## config.mk

```make
export PLATFORM = sky130hd
export DESIGN_NAME = conv_frame_sequencer_flat
export DESIGN_NICKNAME = d
export VERILOG_FILES = /design/src/rtl/conv_frame_sequencer_if.sv /design/src/rtl/conv_frame_sequencer.sv /design/src/flat_wrapper.sv
export SDC_FILE = /design/constraint.sdc
export NUM_CORES = 1
export LEC_CHECK = 0
export ABC_CLOCK_PERIOD_IN_PS = 2600
export CAP_MARGIN = 20
export CORE_MARGIN = 8
export CORE_UTILIZATION = 35
export DETAILED_ROUTE_END_ITERATION = 8
export GPL_TIMING_DRIVEN = 0
export PLACE_DENSITY = 0.92
export SYNTH_ARGS = -nofsm -noshare
export SYNTH_HDL_FRONTEND = slang
export SYNTH_SLANG_ARGS = --single-unit
```

## constraint.sdc

```tcl
create_clock -name clk -period 2.6 [get_ports clk]
set_input_delay 0.52 -clock clk [delete_from_list [all_inputs] [get_ports clk]]
set_output_delay 0.52 -clock clk [all_outputs]
set_load 0.02 [all_outputs]
```

## src/rtl/conv_frame_sequencer_if.sv

```systemverilog
// Upstream valid/ready pixel-beat stream feeding the frame sequencer.
interface conv_frame_sequencer_if #(
    parameter int PORT_BITS = 128
);
    logic                 s_valid;
    logic                 s_ready;
    logic [PORT_BITS-1:0] s_data;

    modport master (output s_valid, output s_data, input s_ready);
    modport slave  (input s_valid, input s_data, output s_ready);
endinterface

```

## src/rtl/conv_frame_sequencer.sv

```systemverilog
// Frame controller for convolution_core: streams one ROI frame, then injects zero
// flush beats until every output beat is seen, with a watchdog on the flush phase.
module conv_frame_sequencer #(
    parameter int ROI_SIZE  = 480,
    parameter int PORT_BITS = 128,
    parameter int IN_WIDTH  = 8,
    parameter int FLUSH_MAX = 4096
) (
    input  logic                  clk,
    input  logic                  rst_n,
    input  logic                  start,
    input  logic                  abort,
    conv_frame_sequencer_if.slave s_if,
    output logic                  core_clk_en,
    output logic                  core_conv_en,
    output logic [PORT_BITS-1:0]  core_din,
    input  logic                  core_vld,
    output logic                  m_valid,
    output logic                  busy,
    output logic                  done,
    output logic                  err,
    output logic [15:0]           frame_cnt
);
    localparam int NUM_PER_CYCLE = PORT_BITS / IN_WIDTH;
    localparam int BEATS         = ROI_SIZE * ROI_SIZE / NUM_PER_CYCLE;
    localparam int IN_CW         = $clog2(BEATS + 1);
    localparam int FL_CW         = $clog2(FLUSH_MAX + 1);

    localparam logic [IN_CW-1:0] C_BEATS   = IN_CW'(BEATS);
    localparam logic [IN_CW-1:0] C_LAST_IN = IN_CW'(BEATS - 1);
    localparam logic [FL_CW-1:0] C_FL_LAST = FL_CW'(FLUSH_MAX - 1);

    if ((ROI_SIZE * ROI_SIZE) % NUM_PER_CYCLE != 0) begin : g_bad_geometry
        $error("conv_frame_sequencer: ROI_SIZE^2 not a multiple of pixels per beat");
    end

    typedef enum logic [1:0] {S_IDLE, S_STREAM, S_FLUSH, S_DONE} state_t;

    state_t             r_state;
    logic [IN_CW-1:0]   r_in_cnt;
    logic [IN_CW-1:0]   r_out_cnt;
    logic [FL_CW-1:0]   r_flush_cnt;
    logic               r_fresh_p1;
    logic               r_err;
    logic [15:0]        r_frame_cnt;
    logic               w_stream;
    logic               w_flush;

    // Core drive decodes straight from state so reset drops it asynchronously.
    assign w_stream     = (r_state == S_STREAM);
    assign w_flush      = (r_state == S_FLUSH);
    assign core_conv_en = w_stream | w_flush;
    assign core_clk_en  = (w_stream & s_if.s_valid) | w_flush;
    assign core_din     = w_stream ? s_if.s_data : '0;
    assign s_if.s_ready = w_stream;
    assign busy         = w_stream | w_flush;
    assign done         = (r_state == S_DONE);
    assign m_valid      = r_fresh_p1 & core_vld;
    assign err          = r_err;
    assign frame_cnt    = r_frame_cnt;

    always_ff @(posedge clk or negedge rst_n) begin
        if (!rst_n) begin
            r_state     <= S_IDLE;
            r_in_cnt    <= '0;
            r_out_cnt   <= '0;
            r_flush_cnt <= '0;
            r_fresh_p1  <= 1'b0;
            r_err       <= 1'b0;
            r_frame_cnt <= '0;
        end else begin
            // core output is new only if the core advanced on the previous edge
            r_fresh_p1 <= core_clk_en;
            if (m_valid && (r_out_cnt != C_BEATS)) begin
                r_out_cnt <= r_out_cnt + 1'b1;
            end

            if (abort && (r_state != S_IDLE)) begin
                r_state    <= S_IDLE;
                r_fresh_p1 <= 1'b0;
            end else begin
                case (r_state)
                    S_IDLE: begin
                        if (start) begin
                            r_state     <= S_STREAM;
                            r_in_cnt    <= '0;
                            r_out_cnt   <= '0;
                            r_flush_cnt <= '0;
                            r_err       <= 1'b0;
                        end
                    end
                    S_STREAM: begin
                        if (s_if.s_valid) begin
                            r_in_cnt <= r_in_cnt + 1'b1;
                            if (r_in_cnt == C_LAST_IN) begin
                                r_state <= S_FLUSH;
                            end
                        end
                    end
                    S_FLUSH: begin
                        r_flush_cnt <= r_flush_cnt + 1'b1;
                        if (r_out_cnt == C_BEATS) begin
                            r_state <= S_DONE;
                        end else if (r_flush_cnt == C_FL_LAST) begin
                            r_err   <= 1'b1;
                            r_state <= S_DONE;
                        end
                    end
                    S_DONE: begin
                        r_frame_cnt <= r_frame_cnt + 1'b1;
                        r_state     <= S_IDLE;
                    end
                    default: r_state <= S_IDLE;
                endcase
            end
        end
    end
endmodule

```

## src/flat_wrapper.sv

```systemverilog
// flat-port wrapper written by rule: the top's interface ports become plain ports
module conv_frame_sequencer_flat 
#(
    parameter int ROI_SIZE  = 480,
    parameter int PORT_BITS = 128,
    parameter int IN_WIDTH  = 8,
    parameter int FLUSH_MAX = 4096
)
  (clk, rst_n, start, abort, core_clk_en, core_conv_en, core_din, core_vld, m_valid, busy, done, err, frame_cnt, s_if_s_valid, s_if_s_data, s_if_s_ready);
  conv_frame_sequencer_if #(.PORT_BITS(PORT_BITS)) s_if_i ();
  input  logic clk;
  input  logic rst_n;
  input  logic start;
  input  logic abort;
  output logic core_clk_en;
  output logic core_conv_en;
  output logic [PORT_BITS-1:0] core_din;
  input  logic core_vld;
  output logic m_valid;
  output logic busy;
  output logic done;
  output logic err;
  output logic [15:0] frame_cnt;
  input wire logic [$bits(s_if_i.s_valid)-1:0] s_if_s_valid;
  input wire logic [$bits(s_if_i.s_data)-1:0] s_if_s_data;
  output wire logic [$bits(s_if_i.s_ready)-1:0] s_if_s_ready;
  assign s_if_i.s_valid = s_if_s_valid;
  assign s_if_i.s_data = s_if_s_data;
  assign s_if_s_ready = s_if_i.s_ready;
  conv_frame_sequencer #(.ROI_SIZE(ROI_SIZE), .PORT_BITS(PORT_BITS), .IN_WIDTH(IN_WIDTH), .FLUSH_MAX(FLUSH_MAX)) u_core (.clk(clk), .rst_n(rst_n), .start(start), .abort(abort), .s_if(s_if_i), .core_clk_en(core_clk_en), .core_conv_en(core_conv_en), .core_din(core_din), .core_vld(core_vld), .m_valid(m_valid), .busy(busy), .done(done), .err(err), .frame_cnt(frame_cnt));
endmodule
```

==> qor.csv, run 1 <==
metric,value,unit
power_leakage,0.00336,uW
die_h,123,um
dieArea,0.0150,mm^2
overflow,0,
post_cts_buffers,0,
status,finished clean,
pin_count,285,
synth.cell_area,0.00397,mm^2
start_util,35.4,%
dieWidth,123,um
port_buffers,284,
crit_required,2.08,ns
synth_ff_type,dfrtp_1,
drt_iter0_drc,476,
grt_pass1_wl,29.0,mm
dr.pass1.iters,4,
p_int,3070,uW
track_usage,26.3,%
worstMarginPinSlew,0.687,ns
period_needed,2.52,ns
ys_types,46,
gp_congestion,0.926,
p_sw,2530,uW
core,0.0112,mm^2
synth-warning-count,0,
arrival,2.00,ns
wl_per_cell,21.8,um
place_area,0.00701,mm^2
design_area,0.00694,mm^2
p_sw_share,45.2,%
post-dp-hpwl,16.4,mm
hp-class,primary input to async pin,
wl,19.6,mm
grt_pass1_vias,4673,
syn-num-nets,598,
relSlewSlack,54.2,%
power_frac_seq,20.3,%
yosys.area.top_type,dfrtp_1,
drv_slew,0,
worst_setup_path_end_kind,primary output,
postSynthAreaPerCell,8.73,um^2
synth_common_cells,"133 x and2_1, 61 x dfrtp_1, 40 x nor2_1",
maxCapViolCount,0,
finalClockSkew,0.00542,ns
vias,4391,
synthCells,455,
post-synth-top-count-cell,and2_1,
syn_to_final_growth,74.7,%
antenna_found_initial,8,
rsz0062_at_grt,no,
vdd_ir_drop_max,518,uV
remaining_drc_errors,0,
cp_max_fo,10,
tritoncts,yes,
ant_nets,0,
grt_start_max_net_pins,33,
cts.clk_slew.worst_paths,0.05,ns
hold_violations,0,
synthArstFlopShare,100,%
drive_gt1_share,17.0,%
vias_per_cell,4.87,
setup_viol,0,
design_power_total,5600,uW
cts_inserted_buffers,9,
synth_edf_count,0,
clkSinkCount,61,
insertion_delay,0.32,ns
cp-start-kind,flip-flop,
rows,39,
finalCritPeriodShare,97.0,%
clk_path_buf_depth,2,
pwr-share-clk,19.0,%
cts_root_buffer,clkbuf_16,
cts_htree_levels,3,
yosysSeqAreaShare,38.4,%
power_density,808,mW/mm^2
whs,0.237,ns
fmax,397,MHz
final_nets,894,
synthTopCellsByArea,"dfrtp_1 38%, and2_1 21%, xor2_1 5.5%, xnor2_1 4.6%, nor2_1 3.8%",
yosys_register_bits,61,
synth_top_area_share,38.4,%
worst-setup-path-type,flip-flop to primary output,
combPwrFrac,60.6,%
[layout by cell type, fill, tap and decap left out, drive strengths merged, types with 3 or more instances in the layout]
cell type / synthesis / final
clkdlybuf4s50: 0 / 155
and2: 135 / 135
clkbuf: 16 / 78
dfrtp: 61 / 61
dlygate4sd2: 0 / 48
nor2: 40 / 40
nand2: 38 / 38
xor2: 25 / 25
buf: 4 / 23
xnor2: 21 / 21
nand3: 19 / 19
clkdlybuf4s15: 0 / 12
nand4: 10 / 10
and3: 10 / 10
inv: 9 / 9
ha: 9 / 9
nor3: 7 / 7
a21oi: 7 / 7
o21ai: 6 / 6
nor4b: 5 / 5
or3: 4 / 4
diode: 0 / 3
mux2i: 3 / 3
nor4: 3 / 3
[final timing paths]
check,startpoint,end,slack [ns],cells after the start
max in group asynchronous,rst_n,u_core.r_in_cnt[7],1.76,2
min reg2reg,u_core.frame_cnt[13],u_core.frame_cnt[13],0.49,1
min in group clk,u_core.frame_cnt[13],u_core.frame_cnt[13],0.49,1
max reg2reg,u_core.r_state[0],u_core.r_in_cnt[10],0.40,9
max,u_core.r_state[1],core_din[95],0.08,7
min,rst_n,u_core.r_out_cnt[1],0.24,1
[sequential cells by signal, indices dropped and copies added, names as in the netlist]
signal and flops:
u_core.err 1, u_core.frame_cnt 16, u_core.r_flush_cnt 13, u_core.r_fresh_p1 1, u_core.r_in_cnt 14, u_core.r_out_cnt 14
u_core.r_state 2
[routing by layer]
layer  part of all wire [%]  GRT usage (%)
met5                   0.16              0
met4                   0.63           3.35
met3                     14           13.9
met2                     45           40.4
met1                     40           32.9
[cell families (layout without fill, tap and decap cells)]
family | count (synthesis) | in the layout | synth area share (%)
buf+inv | 29 | 329 | 2.99
flops | 61 | 61 | 38.4
mux | 4 | 4 | 1.04
compound gates | 22 | 22 | 4.13
fa+ha+maj | 9 | 9 | 2.84
other cells | 0 | 3 | 0
simple gates | 284 | 284 | 40.4
xor+xnor | 46 | 46 | 10.1
[stage by stage]
stage,util (%),std cells,setup WS [ns],setup TNS [ns]
2_1_floorplan,-,455,0.423,0
3_3_place_gp,62.3,882,-0.799,-74.08
3_5_place_dp,62.4,883,-0.437,-29.36
4_1_cts,64.5,898,-0.00189,-0.00189
5_1_grt,61.7,898,0.000392,0
6_report,61.8,901,0.0785,0
[area by class of cell]
class | count | area [um^2]
Timing Repair Buffer | 285 | 2470
Inverter | 9 | 33.8
Sequential cell | 61 | 1530
Antenna cell | 3 | 7.51
Fill cell | 986 | 4290
Buffer | 20 | 120
Multi-Input combinational cell | 365 | 2330
Clock inverter | 4 | 25.0
Clock buffer | 11 | 243
Tap cell | 143 | 179
[worst max-delay path, stage by stage (launching register included)]
cell and delay, ns:
dfrtp_1 0.41, inv_1 0.09, ha_1 0.20, buf_6 0.17
clkbuf_8 0.19, buf_2 0.18, and2_4 0.17, clkdlybuf4s15_2 0.26
[power by group through the flow]
stage	registers [uW]	logic, uW	clock network, uW
floorplan	1170	1860	0
global placement	1140	3730	0
detailed placement	1150	3790	0
CTS	1140	3560	1080
global route	1150	3630	1130
finish	1140	3400	1070
[timing repair]
item	CTS	global route
gates cloned	0	0
endpoints found under the setup margin	128	78
gates resized for setup	229	104
hold buffers	0	0
(Power assumes the default switching activity.)
==> run 2, diff against run 1 <==
--- a/config.mk
+++ b/config.mk
@@ -7,7 +7,7 @@
 export LEC_CHECK = 0
 export ABC_CLOCK_PERIOD_IN_PS = 2600
 export CAP_MARGIN = 20
-export CORE_MARGIN = 8
+export CORE_MARGIN = 2
 export CORE_UTILIZATION = 35
 export DETAILED_ROUTE_END_ITERATION = 8
 export GPL_TIMING_DRIVEN = 0
==> qor.csv, run 2 (same netlist as run 1, synthesis figures left out) <==
metric,value,unit,change
status,finished clean,,
relSlewSlack,52.9,%,-1.3 points
final_nets,894,,unchanged
largest_register_ffs,16,,unchanged
remaining_drc_errors,0,,unchanged
gp_congestion,0.949,,+2.5%
clk_path_buf_depth,2,,unchanged
hp-class,primary input to async pin,,
core,0.0109,mm^2,-2.6%
cts.clk_slew.worst_paths,0.05,ns,about the same
port_buffers,284,,unchanged
hold_buffers,0,,unchanged
vias,4618,,+5.2%
drive_gt1_share,16.6,%,-0.38 points
track_usage,31.8,%,+5.5 points
hold_violations,0,,unchanged
placed_cells_incl_taps,880,,-0.34%
grt_pass1_vias,4589,,-1.8%
setup_ws,0.0808,ns,+0.00233 ns
finalClockSkew,0.00700,ns,+0.00159 ns
syn_to_final_growth,73.5,%,
grt_pass1_wl,28.9,mm,-0.38%
ant_nets,0,,unchanged
cpPeakStageDelay,0.41,ns,about the same
finalCritPeriodShare,96.9,%,about the same
dieArea,0.0122,mm^2,-19%
worst_setup_path_end_kind,primary output,,
worstMarginPinSlew,0.704,ns,+0.0170 ns
dp_slack,-0.505,ns,-0.0678 ns
mostFrequentLayoutCells,"154 x clkdlybuf4s50_1, 133 x and2_1, 68 x clkbuf_2",,
final_util,63.0,%,+1.2 points
power_leakage,0.00339,uW,+0.80%
dieWidth,111,um,-9.8%
worst-setup-path-type,flip-flop to primary output,,
vdd_ir_drop_max,531,uV,+2.5%
cp-start-kind,flip-flop,,
maxCapViolCount,0,,unchanged
die_h,111,um,-9.8%
arrival,2.00,ns,about the same
rsz0062_at_grt,yes,,
wl,19.6,mm,-0.34%
cts_htree_levels,3,,unchanged
clkSinkCount,61,,unchanged
wl_per_cell,21.9,um,+0.33%
setup_viol,0,,unchanged
insertion_delay,0.33,ns,about the same
post-dp-hpwl,16.2,mm,-1.5%
power_density,824,mW/mm^2,+2.0%
slowest_stage,dfrtp_1,,
fin_cells,895,,-0.67%
period_needed,2.52,ns,-0.00233 ns
path_cells,inv_1 -> ha_2 -> buf_6 -> clkbuf_8 -> clkbuf_4 -> and2_1 -> clkdlybuf4s15_2,,
fmax,397,MHz,about the same
pin_count,285,,unchanged
overflow,0,,unchanged
cp_max_fo,10,,unchanged
drt_iter0_drc,411,,-14%
start_util,36.3,%,+0.93 points
dr.pass1.iters,5,,+1
grt_start_max_net_pins,38,,+15%
crit_required,2.08,ns,about the same
layout_commonest_cell,clkdlybuf4s50_1,,
fillers,947,,-4.0%
drv_slew,0,,unchanged
cts_inserted_buffers,9,,unchanged
design_power_total,5680,uW,+1.3%
rows,38,,-2.6%
tritoncts,yes,,
antenna_found_initial,15,,+7
cts_root_buffer,clkbuf_16,,
vias_per_cell,5.16,,+5.9%
==> run 2: cell types whose count changed in the layout (fill, tap and decap cells not counted), sizes merged <==
cell	previous run	this run
clkinv	2	1
clkdlybuf4s50	155	154
clkinvlp	2	0
dlymetal6s2s	0	1
diode	3	1
clkbuf	78	89
clkdlybuf4s15	12	2
bufinv	0	1
==> run 2: what timing repair did <==
item	4_1_cts	5_1_grt
resized for setup	236	106
setup endpoints to repair	128	75
buffers inserted	0	0
==> run 2: final cells by class <==
class,count,area [um^2],area share [%]
repair buffers,285,2410,35.0
multi-input cells,365,2330,33.8
flip-flops and latches,61,1530,22.2
clock buffers,12,246,3.58
well taps,140,175,2.54
plain buffers,20,130,1.89
clock inverters,2,35.0,0.509
inverters,9,33.8,0.490
diodes,1,2.50,0.0363
==> run 2: metrics by stage <==
step	setup TNS (ns)	cell area (um^2)	hold WS, ns
after floorplan	0	3970	0.224
after global placement	-79.58	6990	0.457
after detailed placement	-33.34	7000	0.479
after CTS	0	7220	0.214
after global routing	-0.00117	6890	0.235
final	0	6890	0.194
==> run 2: critical path, delay by kind of cell (launching register included) <==
kind | cells | cell delay (ns)
buf+inv | 5 | 0.90
simple gates | 1 | 0.14
fa+ha+maj | 1 | 0.22
flops | 1 | 0.41
==> run 2: routing by layer <==
layer / GRT usage, % / vias up / share of wire [%]
met1: 47.2 / 2202 / 44
met5: 0 / - / 0.21
met2: 43.1 / 303 / 39
met3: 14.8 / 26 / 16
li1: - / 2081 / -
met4: 3.92 / 6 / 0.94
==> run 2: final timing paths <==
path / from / to / slack, ns / depth (start not counted)
setup / recovery: u_core.r_state[1] / core_din[78] / 0.08 / 7
hold / removal: rst_n / u_core.r_out_cnt[4] / 0.19 / 1
setup reg to reg: u_core.r_state[0] / u_core.r_in_cnt[12] / 0.29 / 9
hold reg to reg: u_core.frame_cnt[13] / u_core.frame_cnt[13] / 0.49 / 1
max in group asynchronous: rst_n / u_core.r_flush_cnt[4] / 1.80 / 2
min in group clk: u_core.frame_cnt[13] / u_core.frame_cnt[13] / 0.49 / 1
==> run 2: power by group <==
part           switching [uW]  internal, uW
sequential               98.3          1040
clock                     400           755
combinational            2030          1350
total                    2530          3150
